$ cat config.mk
export PLATFORM = sky130hd
export DESIGN_NAME = mem_arbiter
export DESIGN_NICKNAME = d
export VERILOG_FILES = /design/src/rtl/mem_arb_pkg.sv /design/src/rtl/arb_id_fifo.sv /design/src/rtl/mem_arbiter.sv
export SDC_FILE = /design/constraint.sdc
export NUM_CORES = 1
export LEC_CHECK = 0
export BUFFER_PORTS_ARGS = -buffer_cell sky130_fd_sc_hd__buf_2
export CORE_AREA = 2 2 117 119
export DETAILED_ROUTE_END_ITERATION = 10
export DIE_AREA = 0 0 119 121
export PLACE_DENSITY = 0.48
export SLEW_MARGIN = 20
export SYNTH_ARGS = -nofsm -noshare
export SYNTH_HDL_FRONTEND = slang
export SYNTH_SLANG_ARGS = --single-unit
$ cat constraint.sdc
create_clock -name i_clk -period 3.3 [get_ports i_clk]
set_clock_uncertainty 0.2 [all_clocks]
set_input_delay 0.66 -clock i_clk [delete_from_list [all_inputs] [get_ports i_clk]]
set_output_delay 0.66 -clock i_clk [all_outputs]
set_load 0.01 [all_outputs]
$ cat src/rtl/mem_arb_pkg.sv
// ============================================================================
// Module : mem_arb_pkg
// Brief  : Shared constants for the two-port memory arbiter.
// Rev    : 1.0 - initial release
// ============================================================================
`default_nettype none

package mem_arb_pkg;
    localparam int   DEPTH_DEFAULT = 4;
    localparam logic ID_IC         = 1'b0;
    localparam logic ID_DC         = 1'b1;
endpackage

`default_nettype wire

$ cat src/rtl/arb_id_fifo.sv
// ============================================================================
// Module : arb_id_fifo
// Brief  : In-order FIFO of 1-bit requester IDs for outstanding reads.
// Rev    : 1.0 - initial release
// ============================================================================
`default_nettype none

module arb_id_fifo
    import mem_arb_pkg::*;
#(
    parameter int DEPTH = DEPTH_DEFAULT
) (
    input  logic                     i_clk,
    input  logic                     i_rst_n,
    input  logic                     i_push,
    input  logic                     i_push_id,
    input  logic                     i_pop,
    output logic                     o_head,
    output logic                     o_full,
    output logic                     o_empty,
    output logic [$clog2(DEPTH):0]   o_count
);
    localparam int PW = $clog2(DEPTH);
    localparam int CW = PW + 1;

    logic [DEPTH-1:0] r_mem;
    logic [PW-1:0]    r_wr_ptr;
    logic [PW-1:0]    r_rd_ptr;
    logic [PW:0]      r_count;
    logic             w_push;
    logic             w_pop;

    assign o_empty = (r_count == '0);
    assign o_full  = (r_count == CW'(DEPTH));
    assign o_count = r_count;
    assign o_head  = r_mem[r_rd_ptr];

    // A pop in the same cycle frees the head slot, so a push is legal even when full.
    assign w_pop  = i_pop & ~o_empty;
    assign w_push = i_push & (~o_full | w_pop);

    always_ff @(posedge i_clk) begin
        if (w_push) begin
            r_mem[r_wr_ptr] <= i_push_id;
        end
    end

    always_ff @(posedge i_clk or negedge i_rst_n) begin
        if (!i_rst_n) begin
            r_wr_ptr <= '0;
            r_rd_ptr <= '0;
            r_count  <= '0;
        end else begin
            if (w_push) begin
                r_wr_ptr <= r_wr_ptr + 1'b1;
            end
            if (w_pop) begin
                r_rd_ptr <= r_rd_ptr + 1'b1;
            end
            case ({w_push, w_pop})
                2'b10:   r_count <= r_count + 1'b1;
                2'b01:   r_count <= r_count - 1'b1;
                default: r_count <= r_count;
            endcase
        end
    end
endmodule

`default_nettype wire

$ cat src/rtl/mem_arbiter.sv
// ============================================================================
// Module : mem_arbiter
// Brief  : Round-robin arbiter sharing one memory port between I$ and D$.
// Rev    : 1.0 - initial release
// ============================================================================
`default_nettype none

module mem_arbiter
    import mem_arb_pkg::*;
#(
    parameter int DEPTH = DEPTH_DEFAULT
) (
    input  logic        i_clk,
    input  logic        i_rst_n,
    input  logic        i_ic_ren,
    input  logic        i_ic_wen,
    input  logic [31:0] i_ic_addr,
    input  logic [31:0] i_ic_wdata,
    output logic        o_ic_ready,
    output logic        o_ic_valid,
    output logic [31:0] o_ic_rdata,
    input  logic        i_dc_ren,
    input  logic        i_dc_wen,
    input  logic [31:0] i_dc_addr,
    input  logic [31:0] i_dc_wdata,
    output logic        o_dc_ready,
    output logic        o_dc_valid,
    output logic [31:0] o_dc_rdata,
    input  logic        i_mem_ready,
    output logic [31:0] o_mem_addr,
    output logic        o_mem_ren,
    output logic        o_mem_wen,
    output logic [31:0] o_mem_wdata,
    input  logic [31:0] i_mem_rdata,
    input  logic        i_mem_valid,
    output logic        o_err
);
    logic                   w_ic_bad, w_dc_bad;
    logic                   w_ic_ok, w_dc_ok;
    logic                   w_pop, w_stray, w_can_read;
    logic                   w_gnt_vld, w_gnt_id, w_gnt_ren, w_accept;
    logic                   w_head, w_full, w_empty;
    logic [$clog2(DEPTH):0] w_count;
    logic                   r_last_id, r_hold, r_hold_id, r_err;

    assign w_ic_bad   = i_ic_ren & i_ic_wen;
    assign w_dc_bad   = i_dc_ren & i_dc_wen;
    assign w_pop      = i_rst_n & i_mem_valid & ~w_empty;
    assign w_stray    = i_mem_valid & (w_count == '0);
    assign w_can_read = ~w_full | w_pop;

    // A blocked reader is not eligible, so a writer can use the port while the FIFO is full.
    assign w_ic_ok = i_rst_n & ((i_ic_wen & ~i_ic_ren) | (i_ic_ren & ~i_ic_wen & w_can_read));
    assign w_dc_ok = i_rst_n & ((i_dc_wen & ~i_dc_ren) | (i_dc_ren & ~i_dc_wen & w_can_read));

    always_comb begin
        w_gnt_vld = w_ic_ok | w_dc_ok;
        w_gnt_id  = ID_IC;
        if (r_hold && ((r_hold_id == ID_DC) ? w_dc_ok : w_ic_ok)) begin
            w_gnt_id = r_hold_id;
        end else if (w_ic_ok && w_dc_ok) begin
            w_gnt_id = ~r_last_id;
        end else if (w_dc_ok) begin
            w_gnt_id = ID_DC;
        end
    end

    assign w_gnt_ren = (w_gnt_id == ID_DC) ? i_dc_ren : i_ic_ren;
    assign w_accept  = w_gnt_vld & i_mem_ready;

    always_comb begin
        o_mem_ren   = 1'b0;
        o_mem_wen   = 1'b0;
        o_mem_addr  = '0;
        o_mem_wdata = '0;
        if (w_gnt_vld) begin
            if (w_gnt_id == ID_DC) begin
                o_mem_ren   = i_dc_ren;
                o_mem_wen   = i_dc_wen;
                o_mem_addr  = i_dc_addr;
                o_mem_wdata = i_dc_wdata;
            end else begin
                o_mem_ren   = i_ic_ren;
                o_mem_wen   = i_ic_wen;
                o_mem_addr  = i_ic_addr;
                o_mem_wdata = i_ic_wdata;
            end
        end
    end

    assign o_ic_ready = w_accept & (w_gnt_id == ID_IC);
    assign o_dc_ready = w_accept & (w_gnt_id == ID_DC);
    assign o_ic_valid = w_pop & (w_head == ID_IC);
    assign o_dc_valid = w_pop & (w_head == ID_DC);
    assign o_ic_rdata = o_ic_valid ? i_mem_rdata : '0;
    assign o_dc_rdata = o_dc_valid ? i_mem_rdata : '0;
    assign o_err      = r_err;

    arb_id_fifo #(
        .DEPTH (DEPTH)
    ) u_id_fifo (
        .i_clk     (i_clk),
        .i_rst_n   (i_rst_n),
        .i_push    (w_accept & w_gnt_ren),
        .i_push_id (w_gnt_id),
        .i_pop     (w_pop),
        .o_head    (w_head),
        .o_full    (w_full),
        .o_empty   (w_empty),
        .o_count   (w_count)
    );

    always_ff @(posedge i_clk or negedge i_rst_n) begin
        if (!i_rst_n) begin
            r_last_id <= ID_IC;
            r_hold    <= 1'b0;
            r_hold_id <= ID_IC;
            r_err     <= 1'b0;
        end else begin
            if (w_accept) begin
                r_last_id <= w_gnt_id;
            end
            r_hold    <= w_gnt_vld & ~i_mem_ready;
            r_hold_id <= w_gnt_id;
            r_err     <= r_err | w_ic_bad | w_dc_bad | w_stray;
        end
    end
endmodule

`default_nettype wire

==> flow_summary.yaml, run 1 <==
final_layout:
  final_cells: 829
  area_growth_pct: 81.7
  drive_gt1_frac: 0.506
  nNetsFinal: 827
  stdcell_area_sq_mm: 0.00406
floorplan:
  start_util: 0.171
  coreArea_sq_mm: 0.0131
  io_pins: 303
  die_w_um: 119
  die_h_um: 121
  row_count: 42
  die_area_sq_mm: 0.0144
cts:
  numClockSinks: 15
  clkTransAtPathRegs_ns: 0.05
  cts_htree_levels: 1
  clock_latency_ns: 0.24
  cts_resized: 0
  clockRootBuffer: "clkbuf_16"
  clk_path_buf_depth: 2
  postCtsSetupRepairBufs: 0
  postCtsHoldBufs: 0
  cts_tree: "done"
  cts_made_buffers: 3
timing:
  period_share: 0.943
  relSlewSlack: 0.697
  setup_violations: 0
  rsz0062_at_grt: "no"
  slew_viol_final: 0
  min_period_ns: 3.11
  fmaxAchievable_ghz: 0.321
  worst_pin_slew_ns: 0.455
  setup_tns_ns: 0
  finalHoldViolCount: 0
setup_path:
  crit_buf_inv: 4
  cp.arrival_ns: 2.25
  r2r_setup_slack_ns: 0.52
  cp.required_ns: 2.44
  cp_common_cell: "buf_2"
  cp-end-kind: "output pin"
  cpPeakStageDelay_ns: 0.35
  path_delay_family: "buffers and inverters"
  critical-path-slowest-cell: "nor4b_4"
  start_kind: "input port"
  cp_max_fo: 36
  critPathKind: "input port to output pin"
  path_cells: "buf_2, nor4b_4, o21a_1, o21ai_4, inv_2, buf_12, nand2_1, a21oi_1, buf_2"
grt:
  grt_use_total: 0.142
  grt_overflow: 0
  grt_start_max_net_pins: 66
  antenna_found_initial: 1
  grt_pass1_wl_um: 16500
  grt_pass1_vias: 3369
drt:
  wl_um: 11000
  ant_nets: 0
  avgViaCountPerCell: 4.32
  routedWlPerCell_um: 13.3
  vias: 3585
  drc: 0
  dr.pass1.iters: 6
  drt_iter0_drc: 71
power_and_ir_drop:
  p_leak_nw: 2.68
  power.density_mw_per_mm2: 353
  power.total_w: 0.00143
  irDropWorstVdd_mv: 0.162
status:
  outcome: "complete, no violations"
placed_design:
  hpwl_um: 9350
  dpl_cell_area_sq_mm: 0.00398
  numPortBuffers: 302
  dp_cells: 824
  globalplace.congestion: 0.869
synth:
  syn-cell-area_sq_mm: 0.00223
  synth.distinct_cells: 36
  yosys_register_bits: 15
  synth_seq_area_share: 0.177
  synth.avg_cell_area_sq_um: 6.10
  netlist_instances: 366
  syn_nets: 540
  yosys_warnings: 0
worst_hold_path:
  hp-class: "flop to flop"
flow_run:
  maxCapViolCount: 0
[layer usage]
metal | up-vias | part of all wire | global-route usage
li1 | 1770 | - | -
met1 | 1592 | 0.35 | 0.145
met2 | 207 | 0.53 | 0.279
met3 | 16 | 0.085 | 0.0310
met4 | 0 | 0.034 | 0.0558
met5 | - | 0 | 0
[cell families (layout without fill, tap and decap cells)]
logic type / Yosys count / after routing / synth area share
simple gates: 287 / 287 / 0.624
buf+inv: 38 / 324 / 0.0729
flops: 15 / 15 / 0.177
compound gates: 11 / 11 / 0.0437
fa+ha+maj: 6 / 6 / 0.0370
xor+xnor: 6 / 6 / 0.0235
mux: 3 / 3 / 0.0213
other cells: 0 / 1 / 0
[stage by stage]
| step | hold slack [ns] | setup WS, ns | util |
|---|---|---|---|
| floorplan | 0.164 | 0.606 | - |
| global placement | 0.265 | 0.214 | 0.304 |
| detailed placement | 0.267 | 0.178 | 0.304 |
| CTS | 0.278 | 0.167 | 0.310 |
| global route | 0.293 | 0.0485 | 0.310 |
| finish | 0.272 | 0.187 | 0.310 |
[layout make-up]
cell class | instances | area (sq um)
antenna | 1 | 2.50
clock buffer | 4 | 78.8
fill | 1446 | 9030
inverter | 8 | 30.0
multi-input combinational | 313 | 1690
sequential | 15 | 395
tap | 176 | 220
timing repair buffer | 312 | 1640
[tightest hold or removal path: stages, from the launching register on]
cell	delay, ns
dfrtp_1	0.34
a221oi_1	0.05
nand2_1	0.05
[state kept, by name, indices dropped and copies added (netlist names)]
register,count
u_id_fifo.r_mem,4
u_id_fifo.o_count,3
u_id_fifo.r_rd_ptr,2
u_id_fifo.r_wr_ptr,2
o_err,1
r_hold,1
r_hold_id,1
r_last_id,1
[power breakdown]
part	total, W	leakage (nW)	internal (W)	switching (W)
clock	0.000237	0.0382	0.000164	0.0000730
combinational	0.000895	2.48	0.000395	0.000500
sequential	0.000302	0.166	0.000246	0.0000562
[cells in the final DEF (no fill, tap or decap), drive strengths merged, types with 2 or more instances in the layout]
| master | n |
|---|---|
| o21ai | 5 |
| and2 | 39 |
| and3 | 32 |
| edfxtp | 4 |
| nand2 | 139 |
| xnor2 | 4 |
| clkbuf | 4 |
| nor2 | 5 |
| ha | 5 |
| xor2 | 2 |
| dfrtp | 11 |
| nand3b | 3 |
| buf | 312 |
| inv | 8 |
| nand3 | 65 |
[path summary, 6_finish.rpt]
kind	from	to	cells past startpoint
setup / recovery	i_mem_valid	o_mem_ren	9
hold / removal	o_err	o_err	2
setup reg to reg	u_id_fifo.o_count[0]	u_id_fifo.o_count[2]	12
hold reg to reg	o_err	o_err	2
max in group asynchronous	i_rst_n	r_last_id	2
min in group asynchronous	i_rst_n	u_id_fifo.r_rd_ptr[1]	2
[synth_stat cells]
cell | number | area share
nand3_1 | 65 | 0.15
buf_4 | 2 | 0.0067
inv_1 | 7 | 0.012
ha_1 | 5 | 0.028
o21ai_0 | 3 | 0.0067
a21oi_1 | 1 | 0.0022
nor4b_4 | 1 | 0.011
xnor2_1 | 4 | 0.016
o21ai_2 | 1 | 0.0039
mux2i_1 | 1 | 0.0045
and2_2 | 4 | 0.013
xor2_1 | 2 | 0.0078
nand3b_4 | 1 | 0.0090
mux2_4 | 1 | 0.0067
dfrtp_1 | 11 | 0.12
nand2_1 | 139 | 0.23
o32ai_4 | 1 | 0.012
buf_2 | 10 | 0.022
and3_1 | 32 | 0.090
fa_1 | 1 | 0.0090
o31ai_2 | 1 | 0.0056
a221oi_1 | 1 | 0.0039
or2_2 | 1 | 0.0028
nand4_1 | 1 | 0.0028
a21o_1 | 1 | 0.0034
and2_1 | 34 | 0.095
clkbuf_1 | 18 | 0.030
inv_2 | 1 | 0.0017
nor2_1 | 5 | 0.0084
o21a_1 | 1 | 0.0034
nand3b_1 | 2 | 0.0067
and2_4 | 1 | 0.0039
nor3_1 | 1 | 0.0022
mux4_2 | 1 | 0.010
edfxtp_1 | 4 | 0.054
o21ai_1 | 1 | 0.0022
Power figures use the tool's default switching activity.
==> run 2: changes to the inputs <==
==> constraint.sdc (replaced) <==
create_clock -name i_clk -period 3.3 [get_ports i_clk]
set_clock_uncertainty 0.2 [all_clocks]
set_input_delay 0.66 -clock i_clk [delete_from_list [all_inputs] [get_ports i_clk]]
set_output_delay 0.66 -clock i_clk [all_outputs]
set_load 0.02 [all_outputs]
==> run 2 against run 1 <==
- clock-buffer cell count is 1 lower
- worst hold slack better by 0.0094 ns
- clock power hardly changed
- wire length is 3.0% higher
- critical endpoint is now o_mem_addr[8]
- first-iteration DRC count is 39% higher
- combinational power is 16% higher
- largest power group unchanged
- cell count is 0.24% lower
==> flow_summary.yaml, run 2 (synthesis results as in run 1) <==
power_and_ir_drop:
  power.total_w: 0.00158
  p_leak_nw: 2.68
  power.density_mw_per_mm2: 390
  irDropWorstVdd_mv: 0.209
final_layout:
  layout_commonest_cell: "buf_2"
  final_core_util: 0.309
  layout_common_cells: "302 x buf_2, 139 x nand2_1, 65 x nand3_1, 34 x and2_1, 32 x and3_1"
  largest_register_ffs: 4
  top_register: "u_id_fifo.r_mem"
  area_growth_pct: 81.3
  diodes: 0
  stdcell_area_sq_mm: 0.00405
  nNetsFinal: 826
  drive_gt1_frac: 0.507
setup_path:
  path_cells: "buf_2, nand3b_1, o21a_1, o21ai_4, buf_12, nand3_1, nand2_1, buf_2"
  ff2ff_path_depth: 11
  critical-path-slowest-cell: "buf_12"
  path_delay_family: "buffers and inverters"
  worstReg2RegEnd: "u_id_fifo.o_count[2]"
  cp.required_ns: 2.44
  r2r_setup_slack_ns: 0.59
  critPathKind: "input port to output pin"
  cpPeakStageDelay_ns: 0.30
  crit_buf_inv: 3
  cp-end-kind: "output pin"
  cp_common_cell: "buf_2"
  cp.arrival_ns: 2.22
  r2r_start: "u_id_fifo.o_count[2]"
  cp-startpoint: "i_ic_ren"
  start_kind: "input port"
  cp_max_fo: 65
floorplan:
  die_h_um: 121
  coreArea_sq_mm: 0.0131
  row_count: 42
  die_area_sq_mm: 0.0144
  io_pins: 303
  die_w_um: 119
  start_util: 0.171
drt:
  vias: 3568
  drt_iter0_drc: 99
  ant_nets: 0
  routedWlPerCell_um: 13.8
  dr.pass1.iters: 4
  avgViaCountPerCell: 4.31
  wl_um: 11400
  drc: 0
timing:
  setup_tns_ns: 0
  period_share: 0.934
  setup_violations: 0
  fmaxAchievable_ghz: 0.325
  min_period_ns: 3.08
  finalHoldViolCount: 0
  rsz0062_at_grt: "no"
  relSlewSlack: 0.698
  worst_pin_slew_ns: 0.448
  slew_viol_final: 0
grt:
  antenna_found_initial: 0
  grt_overflow: 0
  grt_pass1_wl_um: 16500
  grtUsageMet1: 0.147
  grt_start_max_net_pins: 66
  grt_pass1_vias: 3324
  grt_busiest_layer: "met2"
  use_met2: 0.295
  grt_use_total: 0.143
  use_met3: 0.0254
cts:
  clkTransAtPathRegs_ns: 0.05
  cts_htree_levels: 1
  clk_path_buf_depth: 2
  numClockSinks: 15
  clockRootBuffer: "clkbuf_16"
  cts_made_buffers: 3
  postCtsSetupRepairBufs: 0
  postCtsHoldBufs: 0
  clock_latency_ns: 0.24
  cts_resized: 0
  cts_tree: "done"
placed_design:
  numPortBuffers: 302
  dpl_cell_area_sq_mm: 0.00397
  hpwl_um: 9500
  globalplace.congestion: 0.876
flow_run:
  maxCapViolCount: 0
worst_hold_path:
  hp-class: "input port to async pin"
status:
  outcome: "complete, no violations"
-- run 2: changes by cell type in the layout (fill, tap and decap cells not counted) --
cell,delta
clkbuf_1,-1
clkinv_2,+1
buf_4,-1
diode_2,-1
-- run 2: where the power goes --
part	switching, W	leakage (nW)	internal, W
registers	0.0000569	0.166	0.000246
logic	0.000639	2.47	0.000403
clock network	0.0000726	0.0409	0.000162
total	0.000769	2.68	0.000811
-- run 2: worst max-delay path by stage --
stage,cells after the start,endpoint
floorplan,6,o_mem_wen
global placement,8,o_mem_ren
detailed placement,8,o_dc_ready
CTS,8,o_dc_ready
global route,8,o_dc_ready
finish,8,o_mem_addr[8]
-- run 2: layout make-up --
type,instances,area [sq um]
fill,1455,9040
multi-input combinational,313,1690
clock inverter,1,5.00
clock buffer,3,75.1
tap,176,220
inverter,8,30.0
timing repair buffer,311,1630
sequential,15,395
-- run 2: metrics by stage --
stage | setup slack, ns | hold slack [ns] | instances
after floorplan | 0.475 | 0.164 | 366
after global routing | 0.0592 | 0.310 | 827
after CTS | 0.200 | 0.286 | 827
after detailed placement | 0.217 | 0.275 | 823
after global placement | 0.233 | 0.270 | 823
final | 0.219 | 0.281 | 827
-- run 2: metal layers --
layer	part of all wire	vias to the layer above
met5	0	-
met4	0.011	0
met3	0.082	6
met2	0.55	220
met1	0.36	1575
li1	-	1767
-- run 2: worst reg2reg max path, stage by stage, from the launching register on --
cell and delay (ns):
dfrtp_1 0.41, nor4b_4 0.17, o31ai_2 0.42, and2_4 0.25, o32ai_4 0.09, inv_1 0.07
ha_1 0.17, inv_1 0.06, fa_1 0.39, xor2_1 0.15, nor2_1 0.11, xor2_1 0.14
==> run 3: changes to the inputs <==
--- a/config.mk
+++ b/config.mk
@@ -9,7 +9,7 @@
 export CORE_AREA = 2 2 117 119
 export DETAILED_ROUTE_END_ITERATION = 10
 export DIE_AREA = 0 0 119 121
-export PLACE_DENSITY = 0.48
+export MAX_ROUTING_LAYER = met4
 export SLEW_MARGIN = 20
 export SYNTH_ARGS = -nofsm -noshare
 export SYNTH_HDL_FRONTEND = slang
==> run 3 against run 2 <==
- via count fell by 5.0%
- wire length fell by 15%
- cell count rose by 0.73%
- first-iteration DRC count rose to 2.6 times the previous value
- register-to-register slack got worse by 0.19 ns
- non-clock buffer count rose by 5
- global-route usage fell by 1.9 points
- sequential share of layout area fell by 0.063 points
- total power fell by 1.3%
- core utilization rose by 0.20 points
- worst hold slack got worse by 0.23 ns
==> flow_summary.yaml, run 3 (synthesis results as in run 1) <==
status:
  outcome: "complete, no violations"
setup_path:
  crit_buf_inv: 4
  cp_max_fo: 39
  path_cells: "buf_2, nor4b_4, o21a_1, o21ai_4, inv_2, buf_12, nand2_1, nand2_1, buf_2"
  cp-end-kind: "output pin"
  cpPeakStageDelay_ns: 0.35
  critPathKind: "input port to output pin"
  critical-path-slowest-cell: "nor4b_4"
  path_delay_family: "buffers and inverters"
  start_kind: "input port"
  cp.arrival_ns: 2.25
  cp.required_ns: 2.44
final_layout:
  nNetsFinal: 831
  multi_input_area_sq_mm: 0.00169
  seqCellArea_sq_um: 395
  stdcell_area_sq_mm: 0.00407
  final_cells: 833
  largest_register_ffs: 4
  layout_common_cells: "302 x buf_2, 139 x nand2_1, 65 x nand3_1, 34 x and2_1, 32 x and3_1"
  area_growth_pct: 82.5
  layout_commonest_cell: "buf_2"
  drive_gt1_frac: 0.509
  fillCellCount: 1436
  top_register: "u_id_fifo.r_mem"
placed_design:
  dpl_cell_area_sq_mm: 0.00399
  globalplace.congestion: 0.791
  dp_cells: 828
  numPortBuffers: 302
  hpwl_um: 8010
drt:
  drt_iter0_drc: 258
  ant_nets: 0
  dr.pass1.iters: 4
  routedWlPerCell_um: 11.6
  drc: 0
  vias: 3391
  avgViaCountPerCell: 4.07
  wl_um: 9700
cts:
  cts_resized: 0
  clkTransAtPathRegs_ns: 0.05
  numClockSinks: 15
  clockRootBuffer: "clkbuf_16"
  cts_htree_levels: 1
  postCtsHoldBufs: 0
  clock_latency_ns: 0.24
  cts_made_buffers: 3
  postCtsSetupRepairBufs: 0
  cts_tree: "done"
  clk_path_buf_depth: 2
floorplan:
  die_h_um: 121
  io_pins: 303
  row_count: 42
  die_w_um: 119
  start_util: 0.171
  coreArea_sq_mm: 0.0131
  die_area_sq_mm: 0.0144
timing:
  slew_viol_final: 0
  min_period_ns: 3.11
  hold_slack_ns: 0.0470
  setup_tns_ns: 0
  rsz0062_at_grt: "no"
  setup_violations: 0
  fmaxAchievable_ghz: 0.321
  period_share: 0.944
  relSlewSlack: 0.671
  worst_pin_slew_ns: 0.488
  finalHoldViolCount: 0
power_and_ir_drop:
  swShare: 0.478
  power_frac_seq: 0.193
  power.total_w: 0.00156
  p_leak_nw: 2.70
  p_int_w: 0.000813
  irDropWorstVdd_mv: 0.199
  p_clk_frac: 0.151
  p_comb_frac: 0.655
  power.density_mw_per_mm2: 383
  p_switching_w: 0.000745
worst_hold_path:
  hp-class: "input port to async pin"
grt:
  grt_pass1_wl_um: 14400
  grt_use_total: 0.124
  antenna_found_initial: 1
  grt_start_max_net_pins: 67
  grt_overflow: 0
  grt_pass1_vias: 2914
flow_run:
  maxCapViolCount: 0
==> run 3: cell count changes in the layout (fill, tap and decap cells not counted) <==
| cell | before | now |
|---|---|---|
| clkinv_2 | 1 | 0 |
| buf_12 | 4 | 3 |
| diode_2 | 0 | 1 |
| clkbuf_1 | 0 | 1 |
| buf_4 | 5 | 11 |
==> run 3: layout make-up <==
type / count / share of cell area
diodes: 1 / 0.000614
clock buffers: 4 / 0.0193
inverters: 8 / 0.00737
multi-input cells: 313 / 0.416
flip-flops and latches: 15 / 0.0971
well taps: 176 / 0.0541
repair buffers: 316 / 0.406
==> run 3: worst paths after layout <==
| kind | endpoint | slack (ns) | start | cells past startpoint |
|---|---|---|---|---|
| max reg2reg | u_id_fifo.o_count[2] | 0.40 | u_id_fifo.o_count[0] | 12 |
| min reg2reg | o_err | 0.28 | o_err | 2 |
| min in group i_clk | o_err | 0.28 | o_err | 2 |
| max in group asynchronous | u_id_fifo.r_rd_ptr[0] | 2.53 | i_rst_n | 2 |
| min | u_id_fifo.o_count[1] | 0.05 | i_rst_n | 1 |
| max | o_mem_addr[12] | 0.19 | i_mem_valid | 9 |
==> run 3: per-stage QoR <==
step	worst slack [ns]	utilization
5_1_grt	0.0644	0.311
4_1_cts	0.184	0.311
6_report	0.185	0.311
2_1_floorplan	0.475	-
3_3_place_gp	0.105	0.305
3_5_place_dp	0.0323	0.305
==> run 3: power groups by stage <==
stage	logic (W)	registers (W)	clock network, W
after global routing	0.00112	0.000311	0.000254
after detailed placement	0.00103	0.000304	0
final	0.00102	0.000301	0.000236
after global placement	0.00102	0.000305	0
after floorplan	0.000655	0.000292	0
after CTS	0.00103	0.000303	0.000244
==> run 3: worst reg2reg max path, delay by kind of cell, from the launching register on <==
kind | cells | cell delay, ns
AND/OR/NAND/NOR | 2 | 0.54
adder cells (fa/ha/maj) | 2 | 0.54
flip-flops | 1 | 0.43
buffers and inverters | 3 | 0.41
AO/OA/AOI/OAI | 3 | 0.38
XOR/XNOR | 2 | 0.32
==> run 3: layer usage <==
metal / up-vias / part of all wire / track usage
met2: 155 / 0.49 / 0.201
met3: 8 / 0.083 / 0.0277
met4: 0 / 0.0099 / 0.0260
met5: - / 0 / -
li1: 1777 / - / -
met1: 1451 / 0.42 / 0.160
